[src/rtl/tape_ram_arbiter_if.sv]
// Host download and tape player handshake bundle for tape_ram_arbiter.
// The arbiter connects through the slave modport; host and player drive the master side.
interface tape_ram_arbiter_if #(
  parameter int AW = 18
);
  logic          dl_active;
  logic          dl_wr;
  logic [AW-1:0] dl_addr;
  logic [7:0]    dl_data;
  logic          dl_wait;
  logic          rd_req;
  logic [AW-1:0] rd_addr;
  logic          rd_ack;
  logic [7:0]    rd_data;

  modport master (
    output dl_active, dl_wr, dl_addr, dl_data, rd_req, rd_addr,
    input  dl_wait, rd_ack, rd_data
  );

  modport slave (
    input  dl_active, dl_wr, dl_addr, dl_data, rd_req, rd_addr,
    output dl_wait, rd_ack, rd_data
  );
endinterface

[src/rtl/tape_ram_arbiter.sv]
// Shares one single-port tape RAM between the host download writer and the tape player.
// Optional autoplay pulse after a download is built only when TAPE_AUTOPLAY_EN is defined.
module tape_ram_arbiter #(
  parameter int AW     = 18,
  parameter int RD_LAT = 2
) (
  input  logic          clock,
  input  logic          reset,
  tape_ram_arbiter_if.slave bus,
  output logic [AW-1:0] ram_a,
  output logic [7:0]    ram_d,
  input  logic [7:0]    ram_q,
  output logic          ram_we,
  output logic          ram_oe,
  output logic [AW-1:0] size,
  output logic          tape_hold,
  output logic          play,
  output logic [1:0]    state_dbg
);

  // Handshakes: dl_wr is accepted only while dl_wait is low and the host holds
  // address/data while dl_wait is high; rd_req is accepted only with no read
  // outstanding and is answered by exactly one rd_ack pulse carrying rd_data.

  typedef enum logic [1:0] {IDLE, WRITE, READ, RWAIT} state_t;

  localparam logic [1:0] LAT_LOAD = 2'(RD_LAT - 1);

  state_t        state, state_n;
  logic          wr_pend, rd_pend, last_rd;
  logic [AW-1:0] wr_addr, rd_addr_q;
  logic [7:0]    wr_data, rd_data_q;
  logic          rd_ack_q;
  logic [1:0]    cnt;
  logic          grant_wr, grant_rd, rd_done;
  logic          dl_q, dl_rise, dl_fall;
  logic [AW:0]   max_r, max_n, wr_end;
  logic [AW-1:0] size_sat;

  assign grant_wr = wr_pend && (!rd_pend || last_rd);
  assign grant_rd = rd_pend && (!wr_pend || !last_rd);

  assign bus.dl_wait = wr_pend;
  assign bus.rd_ack  = rd_ack_q;
  assign bus.rd_data = rd_data_q;
  assign tape_hold   = dl_q;
  assign state_dbg   = state;

  always_comb begin
    state_n = state;
    ram_a   = '0;
    ram_d   = '0;
    ram_we  = 1'b0;
    ram_oe  = 1'b0;
    rd_done = 1'b0;
    case (state)
      IDLE: begin
        if (grant_wr)      state_n = WRITE;
        else if (grant_rd) state_n = READ;
      end
      WRITE: begin
        ram_a   = wr_addr;
        ram_d   = wr_data;
        ram_we  = 1'b1;
        state_n = IDLE;
      end
      READ: begin
        ram_a   = rd_addr_q;
        ram_oe  = 1'b1;
        state_n = RWAIT;
      end
      RWAIT: begin
        // Enable spans RD_LAT cycles; the final wait cycle only captures ram_q.
        ram_a  = rd_addr_q;
        ram_oe = (cnt != 2'd0);
        if (cnt == 2'd0) begin
          rd_done = 1'b1;
          state_n = IDLE;
        end
      end
      default: state_n = IDLE;
    endcase
  end

  always_ff @(posedge clock or negedge reset) begin
    if (!reset) begin
      state     <= IDLE;
      cnt       <= '0;
      wr_pend   <= 1'b0;
      rd_pend   <= 1'b0;
      last_rd   <= 1'b0;
      wr_addr   <= '0;
      wr_data   <= '0;
      rd_addr_q <= '0;
      rd_data_q <= '0;
      rd_ack_q  <= 1'b0;
    end else begin
      state    <= state_n;
      rd_ack_q <= rd_done;
      if (state == READ)                        cnt <= LAT_LOAD;
      else if (state == RWAIT && cnt != 2'd0)   cnt <= cnt - 2'd1;

      // The pending write is retired at grant so dl_wait drops in the WRITE cycle.
      if (state == IDLE && grant_wr) begin
        wr_pend <= 1'b0;
        last_rd <= 1'b0;
      end else if (bus.dl_wr && !wr_pend) begin
        wr_pend <= 1'b1;
        wr_addr <= bus.dl_addr;
        wr_data <= bus.dl_data;
      end

      if (rd_done) begin
        rd_pend   <= 1'b0;
        last_rd   <= 1'b1;
        rd_data_q <= ram_q;
      end else if (bus.rd_req && !rd_pend) begin
        rd_pend   <= 1'b1;
        rd_addr_q <= bus.rd_addr;
      end
    end
  end

  assign dl_rise = bus.dl_active && !dl_q;
  assign dl_fall = !bus.dl_active && dl_q;
  assign wr_end  = {1'b0, wr_addr} + (AW+1)'(1);

  always_comb begin
    max_n = dl_rise ? '0 : max_r;
    if (state == WRITE && wr_end > max_n) max_n = wr_end;
  end

  // A write still in flight at the falling edge is included in the final size.
  assign size_sat = max_n[AW] ? {AW{1'b1}} : max_n[AW-1:0];

  always_ff @(posedge clock or negedge reset) begin
    if (!reset) begin
      dl_q  <= 1'b0;
      max_r <= '0;
      size  <= '0;
    end else begin
      dl_q  <= bus.dl_active;
      max_r <= max_n;
      if (dl_fall) size <= size_sat;
    end
  end

`ifdef TAPE_AUTOPLAY_EN
  logic play_arm;

  always_ff @(posedge clock or negedge reset) begin
    if (!reset) begin
      play_arm <= 1'b0;
      play     <= 1'b0;
    end else begin
      play_arm <= dl_fall && (size_sat != '0);
      play     <= play_arm;
    end
  end
`else
  assign play = 1'b0;
`endif

endmodule

[src/flat_wrapper.sv]
// flat-port wrapper written by rule: the top's interface ports become plain ports
module tape_ram_arbiter_flat 
#(
  parameter int AW     = 18,
  parameter int RD_LAT = 2
)
  (clock, reset, ram_a, ram_d, ram_q, ram_we, ram_oe, size, tape_hold, play, state_dbg, bus_dl_active, bus_dl_wr, bus_dl_addr, bus_dl_data, bus_rd_req, bus_rd_addr, bus_dl_wait, bus_rd_ack, bus_rd_data);
  tape_ram_arbiter_if #(.AW(AW)) bus_i ();
  input  logic clock;
  input  logic reset;
  output logic [AW-1:0] ram_a;
  output logic [7:0] ram_d;
  input  logic [7:0] ram_q;
  output logic ram_we;
  output logic ram_oe;
  output logic [AW-1:0] size;
  output logic tape_hold;
  output logic play;
  output logic [1:0] state_dbg;
  input wire logic [$bits(bus_i.dl_active)-1:0] bus_dl_active;
  input wire logic [$bits(bus_i.dl_wr)-1:0] bus_dl_wr;
  input wire logic [$bits(bus_i.dl_addr)-1:0] bus_dl_addr;
  input wire logic [$bits(bus_i.dl_data)-1:0] bus_dl_data;
  input wire logic [$bits(bus_i.rd_req)-1:0] bus_rd_req;
  input wire logic [$bits(bus_i.rd_addr)-1:0] bus_rd_addr;
  output wire logic [$bits(bus_i.dl_wait)-1:0] bus_dl_wait;
  output wire logic [$bits(bus_i.rd_ack)-1:0] bus_rd_ack;
  output wire logic [$bits(bus_i.rd_data)-1:0] bus_rd_data;
  assign bus_i.dl_active = bus_dl_active;
  assign bus_i.dl_wr = bus_dl_wr;
  assign bus_i.dl_addr = bus_dl_addr;
  assign bus_i.dl_data = bus_dl_data;
  assign bus_i.rd_req = bus_rd_req;
  assign bus_i.rd_addr = bus_rd_addr;
  assign bus_dl_wait = bus_i.dl_wait;
  assign bus_rd_ack = bus_i.rd_ack;
  assign bus_rd_data = bus_i.rd_data;
  tape_ram_arbiter #(.AW(AW), .RD_LAT(RD_LAT)) u_core (.clock(clock), .reset(reset), .bus(bus_i), .ram_a(ram_a), .ram_d(ram_d), .ram_q(ram_q), .ram_we(ram_we), .ram_oe(ram_oe), .size(size), .tape_hold(tape_hold), .play(play), .state_dbg(state_dbg));
endmodule
[config.mk]
export PLATFORM = sky130hd
export DESIGN_NAME = tape_ram_arbiter_flat
export DESIGN_NICKNAME = d
export VERILOG_FILES = /design/src/rtl/tape_ram_arbiter_if.sv /design/src/rtl/tape_ram_arbiter.sv /design/src/flat_wrapper.sv
export SDC_FILE = /design/constraint.sdc
export NUM_CORES = 1
export LEC_CHECK = 0
export CAP_MARGIN = 20
export CELL_PAD_IN_SITES_DETAIL_PLACEMENT = 1
export CELL_PAD_IN_SITES_GLOBAL_PLACEMENT = 2
export CORE_UTILIZATION = 29
export DETAILED_ROUTE_END_ITERATION = 8
export PLACE_DENSITY = 0.88
export SLEW_MARGIN = 20
export SYNTH_ARGS = -nofsm -noshare
export SYNTH_HDL_FRONTEND = slang
export SYNTH_SLANG_ARGS = --single-unit
[constraint.sdc]
create_clock -name clock -period 2.8 [get_ports clock]
set_input_delay 0.28 -clock clock [delete_from_list [all_inputs] [get_ports clock]]
set_output_delay 0.28 -clock clock [all_outputs]
set_load 0.005 [all_outputs]
-- After elaboration in Yosys (flattened, before gate mapping)
Cells that the tools add are included.
W data, S select, Z words.
- reduce and logical (&&, ||, !) cells: 27
- eq/ne operators: 5
- mux-type cells: 21
- $add $sub $neg: 2
- $lt $le $gt $ge: 1
- bitwise operators: 2
- operators by type and width (kind ; count):
    $mux W19 ; 2
    $pmux W18 S2 ; 1
    $add A18 B1 Y19 const B ; 1
    $gt A19 B19 Y1 ; 1
    $mux W18 ; 1
    $mux W2 ; 5
    $reduce_bool A2 Y1 ; 5
    $logic_and A1 B1 Y1 ; 9
    $mux W1 ; 9
    $mux W8 ; 1
    $pmux W2 S4 ; 1
    $reduce_and A2 Y1 ; 3
    $logic_not A1 Y1 ; 5
    $eq A2 B2 Y1 const B ; 2
    $logic_not A2 Y1 ; 2
    $ne A3 B1 Y1 const B ; 1
    $eq A2 B1 Y1 const B ; 1
    $logic_or A1 B1 Y1 ; 2
    $ne A2 B1 Y1 const B ; 1
    $not A1 Y1 ; 2
    $pmux W1 S2 ; 1
    $reduce_or A2 Y1 ; 1
    $sub A2 B1 Y2 const B ; 1
- bits of input ports: 57
- flip-flop bits (word level): 98
- word-level logic and storage cells: 71

-- Logic depth before layout (Yosys ltp)
Gate-level depths: netlist of the first run.
- word-level depth: 7
- depth in mapped cells: 16
- mapped depth without buffers: 13

-- Worst setup path after synthesis of the first run
No wires, ideal clock.
- path kind: register to register
- start point: register u_core.wr_addr[0]
- end point: register u_core.size[10]
- path slack: -0.347 ns
- cell stages (with the launch flop): 15
- period minus slack after synthesis: 3.147 ns
- buffers on the path: 2
- data required time: 2.663 ns
- data arrival time: 3.010 ns
- path through: dfrtp_1 -> ha_1 -> inv_1 -> nor4_2 -> nand4_1 -> xnor2_1 -> ha_1 -> nand4_1 -> nor4_4 -> nand4_1 -> a21bo_2 -> buf_2 -> buf_2 -> o22ai_1 -> a211oi_1
- cells in the longest elaborated chain, start to end: 5
- RTL lines (what ; line ; source):
    from (decl) ; tape_ram_arbiter.sv:31 ; logic [AW-1:0] wr_addr, rd_addr_q;
    from (signal assigned) ; tape_ram_arbiter.sv:109 ; wr_addr <= bus.dl_addr;
    $add A18 B1 Y19 * ; tape_ram_arbiter.sv:126 ; assign wr_end = {1'b0, wr_addr} + (AW+1)'(1);
    $gt A19 B19 Y1 ; tape_ram_arbiter.sv:130 ; if (state == WRITE && wr_end > max_n) max_n = wr_end;
    $logic_and A1 B1 Y1 ; tape_ram_arbiter.sv:130 ;
    $mux W19 * ; tape_ram_arbiter.sv:130 ;
    $mux W18 * ; tape_ram_arbiter.sv:134 ; assign size_sat = max_n[AW] ? {AW{1'b1}} : max_n[AW-1:0];
    to (signal assigned) ; tape_ram_arbiter.sv:144 ; if (dl_fall) size <= size_sat;
    to (decl) ; tape_ram_arbiter.sv:15 ; output logic [AW-1:0] size,
Every way passes the cells marked *; elsewhere a longest branch is shown, timed or not.
A chain may end at the register's enable or synchronous reset.

-- Final worst setup path of the first run
- start point: register u_core.wr_addr[8]
- end point: register u_core.max_r[9]
- cells in the longest elaborated chain, start to end: 4
- RTL lines (what ; line ; source):
    $add A18 B1 Y19 * ; tape_ram_arbiter.sv:126 ;
    $gt A19 B19 Y1 ; tape_ram_arbiter.sv:130 ;
    $logic_and A1 B1 Y1 ; tape_ram_arbiter.sv:130 ;
    $mux W19 * ; tape_ram_arbiter.sv:130 ;
    net u_core.max_n[9] ; tape_ram_arbiter.sv:37 ; logic [AW:0] max_r, max_n, wr_end;
    to (signal assigned) ; tape_ram_arbiter.sv:143 ; max_r <= max_n;
    to (decl) ; tape_ram_arbiter.sv:37 ;
Mark *: on every way through the listed nets, which the timed path passes. The rest lies on a longest branch.

==> run metrics, run 1 <==
outcome complete, but fails checks; failing checks setup timing; clock skew approximately 0.0086 ns; Levels on crit path 15; CTS Buf Count 9; startpoint types flip-flop; CTS root buf clkbuf_16; FF-to-FF path depth 15; Setup Viol. Count Final 37; via count 4371; LEAKAGE between 3 and 4 nW; Worst-Margin Slew between 0.6 and 0.7 ns; CP Cell Sequence nand4_1, buf_4, nor4_4, buf_4, nand2_1, xnor2_2, ha_1, nand4_4, nor4_4, o21ai_1, and4_4, nand3b_1, buf_6, buf_16, mux2i_1; setup TNS -18.08 ns; IO Pins 117; Worst Hold Class in -> async; VDD IR max 0.519 mV; fin util 46.2%; Top FF cell, synth dfrtp_1; Design Area, Final a little under 8000 um2; H-tree depth 3; die width 134 um; starting DRC count in detailed routing 190; dpl hpwl 11900 um; router iterations before antenna repair 4; core area 16800 um2; async set-reset flop share out of synthesis between 90% and 100%; FF/Latch Area around 2500 um2; Remaining Overflow, GRT 0; Clock Path Buffers 2; pwr dens approximately 1100 nW/um2; final WL 17100 um; largest net degree at the start of global routing 45; pre-CTS WS -0.536 ns; crit-path leading delay family simple AND/OR/NAND/NOR gates; Avg Inst Size Synth roughly 11 um2; Clock transition at path regs approximately 0.07 ns; synth warn 0; Die Footprint between 15000 and 20000 um2; sequential share of the synthesized area 48.7%; area occupied by multi-input gates 2720 um2; filler cell count ~1.8k; number of global-route vias before repair approximately 5k; RSZ-0062 raised after global routing true; post-DR vias/cell 5.00; Finished Layout Cells 875; DP Area 7070 um2; CP max FO 6; Post-Syn Area 5040 um2; Cell Rows 47; WP data arrival ~3.6 ns; post-synth net total 536; CTS Sinks 98; GRT Total Usage 19.5%; Syn Inst Count 458; area growth from synthesis to layout 53.8%; TritonCTS clock tree yes; final hold violations 0; antenna cells 0; Max Cap Viol 0; Yosys reg bits 98; ratio of cells with drive above 1 in the final layout between 30% and 40%; Worst Path Buf+Inv 4; Final min period 3.35 ns; Starting Density approximately 30%; global-route wire length before repair around 27000 um; maximum clock rate 298 MHz; WP data required 3.08 ns; DRT antenna net count 0; initial antenna violation count 0; slew margin rel. 58.1%; Yosys cell types 40; DRC 0; Nets 728; final worst slack -0.553 ns; Tcrit/Tclk final 120%; Post-synth EDFFs 0; Worst-Skew Late Latency 0.36 ns; Slowest cell on crit path dfrtp_1; GP Congestion 0.850; Critical Path End Type flip-flop; final slew viol count 0; PortBufs between 100 and 150; die height roughly 130 um; slowest stage delay, CP between 0.3 and 0.4 ns; Wirelength per Cell 19.5 um; placed insts 843; kind of critical path reg -> reg
## state kept, by name, indices dropped and copies added (netlist names)
register and cells:
u_core.max_r 19, u_core.rd_addr_q 18, u_core.size 18, u_core.wr_addr 18, u_core.bus.rd_data 8, u_core.wr_data 8, u_core.cnt 2, u_core.state_dbg 2
u_core.bus.dl_wait 1, u_core.bus.rd_ack 1, u_core.last_rd 1, u_core.rd_pend 1, u_core.tape_hold 1
## worst paths after layout
path / start / end / slack (ns)
max: u_core.wr_addr[8] / u_core.max_r[9] / -0.55
min: reset / u_core.state_dbg[1] / 0.47
max reg2reg: u_core.wr_addr[8] / u_core.max_r[9] / -0.55
min reg2reg: u_core.wr_data[5] / u_core.wr_data[5] / 0.50
max in group asynchronous: reset / u_core.bus.dl_wait / 1.57
min in group clock: u_core.wr_data[5] / u_core.wr_data[5] / 0.50
## cell families after synthesis
kind of cell / count (synthesis) / share of synthesized area, %
other: 1 / 0.0744
muxes: 69 / 14.9
AOI/OAI and AO/OA: 82 / 11.1
DFF: 98 / 48.7
xor gates and xnor gates: 16 / 2.78
adders and majority gates: 21 / 5.21
buffers and inverters: 53 / 4.64
and+or+nand+nor: 118 / 12.6
## layout by cell type, fill, tap and decap left out, drive strengths merged, types with 17 or more instances in the layout
cell | Yosys | layout
a211oi | 20 | 20
a22o | 17 | 17
buf | 13 | 90
clkdlybuf4s50 | 0 | 114
dfrtp | 98 | 98
ha | 21 | 21
inv | 27 | 28
mux2 | 50 | 50
mux2i | 19 | 19
nand2 | 38 | 38
o22ai | 19 | 19
## power by group
group	switching [mW]	internal (mW)	leakage (nW)	total (mW)
sequential	0.445	2.05	1.20	2.50
combinational	2.27	2.81	2.10	5.08
clock	0.574	0.697	0.147	1.27
## metal layers
layer,wire length (um),up-vias,global-route usage (%)
met5,0,-,0
met4,405,0,5.87
met3,1190,31,6.95
met2,8690,123,33.2
met1,6780,2200,22.8
li1,-,2017,-
## what timing repair did
action	CTS	global route
buffers inserted	10	3
gates resized for setup	26	24
cloned	3	1
hold buffers	1	0
hold endpoints to repair	41	0
pin swaps	9	16
endpoints found under the setup margin	37	37
## synthesized netlist by cell type (9+ instances only)
cell type  number  area share (%)
dfrtp_1        98              49
mux2_2         50              11
nand2_1        38             2.8
inv_1          27             2.0
ha_1           21             5.2
a211oi_1       20             3.0
mux2i_1        19             3.8
o22ai_1        19             2.4
a22o_1         17             3.0
nor3_1         16             1.6
nor2_1         14             1.0
a21oi_1        13             1.3
clkbuf_1       12            0.89
xnor2_1        10             1.7
and2_1          9             1.1
o21ai_0         9            0.89
## through the flow
| step | total power [mW] | hold slack [ns] |
|---|---|---|
| 6_report | 8.85 | 0.468 |
| 4_1_cts | 8.69 | 0.487 |
| 3_3_place_gp | 6.87 | 0.327 |
| 3_5_place_dp | 7.11 | 0.336 |
| 5_1_grt | 9.43 | 0.524 |
| 2_1_floorplan | 4.82 | -0.0156 |
## layout make-up
type                            instances  area share, %
Clock buffer                           10           2.95
Clock inverter                          6          0.856
Inverter                               27           1.31
Multi-Input combinational cell        309           35.1
Sequential cell                        98           31.6
Tap cell                              220           3.55
Timing Repair Buffer                  205           24.6
Power figures use the tool's default switching activity.
==> inputs of run 2 (changes only) <==
- clock period: 2.8 -> 2.9 ns (I/O delays scaled with it)
==> run metrics, run 2 (same netlist as run 1, synthesis figures left out) <==
GRT Total Usage 19.6% (was 19.5%); number of global-route vias before repair 5115 (was 5001); Nets 730 (was 728); maximum clock rate 299 MHz (was 298 MHz); clock skew 0.00780 ns (was 0.00855 ns); FF/Latch Area 2450 um2 (unchanged); Starting Density 30.1% (unchanged); failing checks setup timing (unchanged); Clock Path Buffers 2 (unchanged); reg2reg start u_core.wr_addr[1] (was u_core.wr_addr[8]); kind of critical path reg -> reg (unchanged); GR Util met3 5.93% (was 6.95%); switching share of power 36.5% (was 37.1%); hold slack final 0.476 ns (was 0.468 ns); pre-CTS WS -0.479 ns (was -0.536 ns); most frequent cells in the layout clkdlybuf4s50_1 (114), dfrtp_1 (98), buf_4 (85) (was clkdlybuf4s50_1 (114), dfrtp_1 (98), buf_4 (78)); LEAKAGE 3.46 nW (was 3.45 nW); Critical Path Source u_core.wr_addr[1] (was u_core.wr_addr[8]); global-route wire length before repair 27100 um (was 26900 um); slew margin rel. 60.2% (was 58.1%); Final min period 3.34 ns (was 3.35 ns); ratio of cells with drive above 1 in the final layout 33.5% (was 33.4%); filler cell count 1764 (was 1805); GP Congestion 0.788 (was 0.850); core area 16800 um2 (unchanged); Remaining Overflow, GRT 0 (unchanged); DRT antenna net count 0 (unchanged); outcome complete, but fails checks (unchanged); router iterations before antenna repair 4 (unchanged); Worst-Margin Slew 0.597 ns (was 0.628 ns); commonest non-fill, non-tap cell in the layout clkdlybuf4s50_1 (unchanged); CTS Buf Count 9 (unchanged); area occupied by multi-input gates 2750 um2 (was 2720 um2); Tcrit/Tclk final 115% (was 120%); final worst slack -0.442 ns (was -0.553 ns); total power after layout 8.78 mW (was 8.85 mW); CTS Sinks 98 (unchanged); share of power burned in registers 28.0% (was 28.2%); CP max FO 9 (was 6); P_sw 3.21 mW (was 3.29 mW); die height 134 um (unchanged); final hold violations 0 (unchanged); Max Cap Viol 0 (unchanged); starting DRC count in detailed routing 171 (was 190); via count 4383 (was 4371); Worst Hold Class in -> async (unchanged); Wirelength per Cell 19.2 um (was 19.5 um); H-tree depth 3 (unchanged); dpl hpwl 12000 um (was 11900 um); met1 Usage GRT 22.6% (was 22.8%); Die Footprint 17900 um2 (unchanged); post-DR vias/cell 5.00 (about the same); TritonCTS clock tree yes (unchanged); final WL 16800 um (was 17100 um); startpoint types flip-flop (unchanged); antenna cells 0 (unchanged); Worst-Skew Late Latency 0.36 ns (about the same); busiest layer in global routing met2 (unchanged); CTS root buf clkbuf_16 (unchanged); Biggest register u_core.max_r (unchanged); clock network power share 15.9% (was 14.4%); final slew viol count 0 (unchanged); Finished Layout Cells 877 (was 875); pwr dens 1120 nW/um2 (was 1140 nW/um2); IO Pins 117 (unchanged); Setup Viol. Count Final 37 (unchanged); Cell Rows 47 (unchanged); WP data required 3.17 ns (was 3.08 ns); Comb power frac 56.0% (was 57.4%); initial antenna violation count 0 (unchanged); die width 134 um (unchanged); max FFs per register 19 (unchanged); Clock transition at path regs 0.07 ns (about the same); Critical Path End Type flip-flop (unchanged); VDD IR max 0.446 mV (was 0.519 mV); area growth from synthesis to layout 55.9% (was 53.8%); PortBufs 115 (unchanged); met2 global-route usage 34.2% (was 33.2%); largest net degree at the start of global routing 56 (was 45); DRC 0 (unchanged); WP data arrival 3.61 ns (was 3.63 ns); RSZ-0062 raised after global routing true (unchanged); Int Power 5.57 mW (was 5.56 mW); placed insts 843 (unchanged)
==> run 2: layout make-up <==
class / count / share of cell area, %
multi-input cells: 307 / 35.0
flip-flops and latches: 98 / 31.2
repair buffers: 209 / 24.7
well taps: 220 / 3.50
clock buffers: 10 / 2.91
clock inverters: 6 / 1.43
inverters: 27 / 1.29
==> run 2: critical path: stages (launching register included) <==
cell and delay (ns):
dfrtp_1 0.39, ha_2 0.22, inv_2 0.06, nor4_4 0.37
nand4_1 0.22, xnor2_2 0.19, ha_1 0.30, nand4_1 0.17
nor4_4 0.34, buf_4 0.16, o21ai_2 0.04, and4_4 0.16
nand3b_1 0.23, buf_6 0.21, mux2i_1 0.20
==> run 2: worst paths after layout <==
path	end	slack (ns)	depth (start not counted)
setup / recovery	u_core.max_r[17]	-0.44	14
hold / removal	u_core.rd_pend	0.48	2
setup reg to reg	u_core.max_r[17]	-0.44	14
hold reg to reg	u_core.wr_data[0]	0.50	1
max in group asynchronous	u_core.size[15]	1.70	3
min in group clock	u_core.wr_addr[10]	0.50	3
==> run 2: repair_timing <==
action,CTS,global route
endpoints found under the setup margin,37,37
resized for setup,32,21
cloned,1,0
pin swaps,19,7
buffers inserted,10,6
hold buffers,1,0
hold endpoints to repair,43,0
==> run 2: power groups by stage <==
| stage | clock [mW] | sequential, mW | combinational, mW |
|---|---|---|---|
| floorplan | 0 | 2.37 | 2.28 |
| CTS | 1.42 | 2.43 | 4.74 |
| global route | 1.48 | 2.54 | 5.32 |
| finish | 1.40 | 2.46 | 4.92 |
| global placement | 0 | 2.39 | 4.24 |
| detailed placement | 0 | 2.44 | 4.44 |
==> run 2: stage by stage <==
| stage | utilization (%) | TNS [ns] | area (um2) |
|---|---|---|---|
| detailed placement | 42.4 | -12.85 | 7100 |
| global placement | 42.4 | -8.94 | 7100 |
| global route | 46.9 | -21.91 | 7860 |
| floorplan | - | -3.07 | 5200 |
| finish | 46.9 | -14.07 | 7860 |
| CTS | 45.9 | -12.22 | 7700 |
==> run 2: routing by layer <==
layer  vias up  wire (um)
li1       2021          -
met1      2225       6690
met2       115       8670
met3        22       1160
met4         0        322
met5         -          0
==> inputs of run 3 (changes only) <==
- CAP_MARGIN: 20 -> default
==> results of run 3 <==
No change in the layout: final DEF, timing and power equal those of run 2.
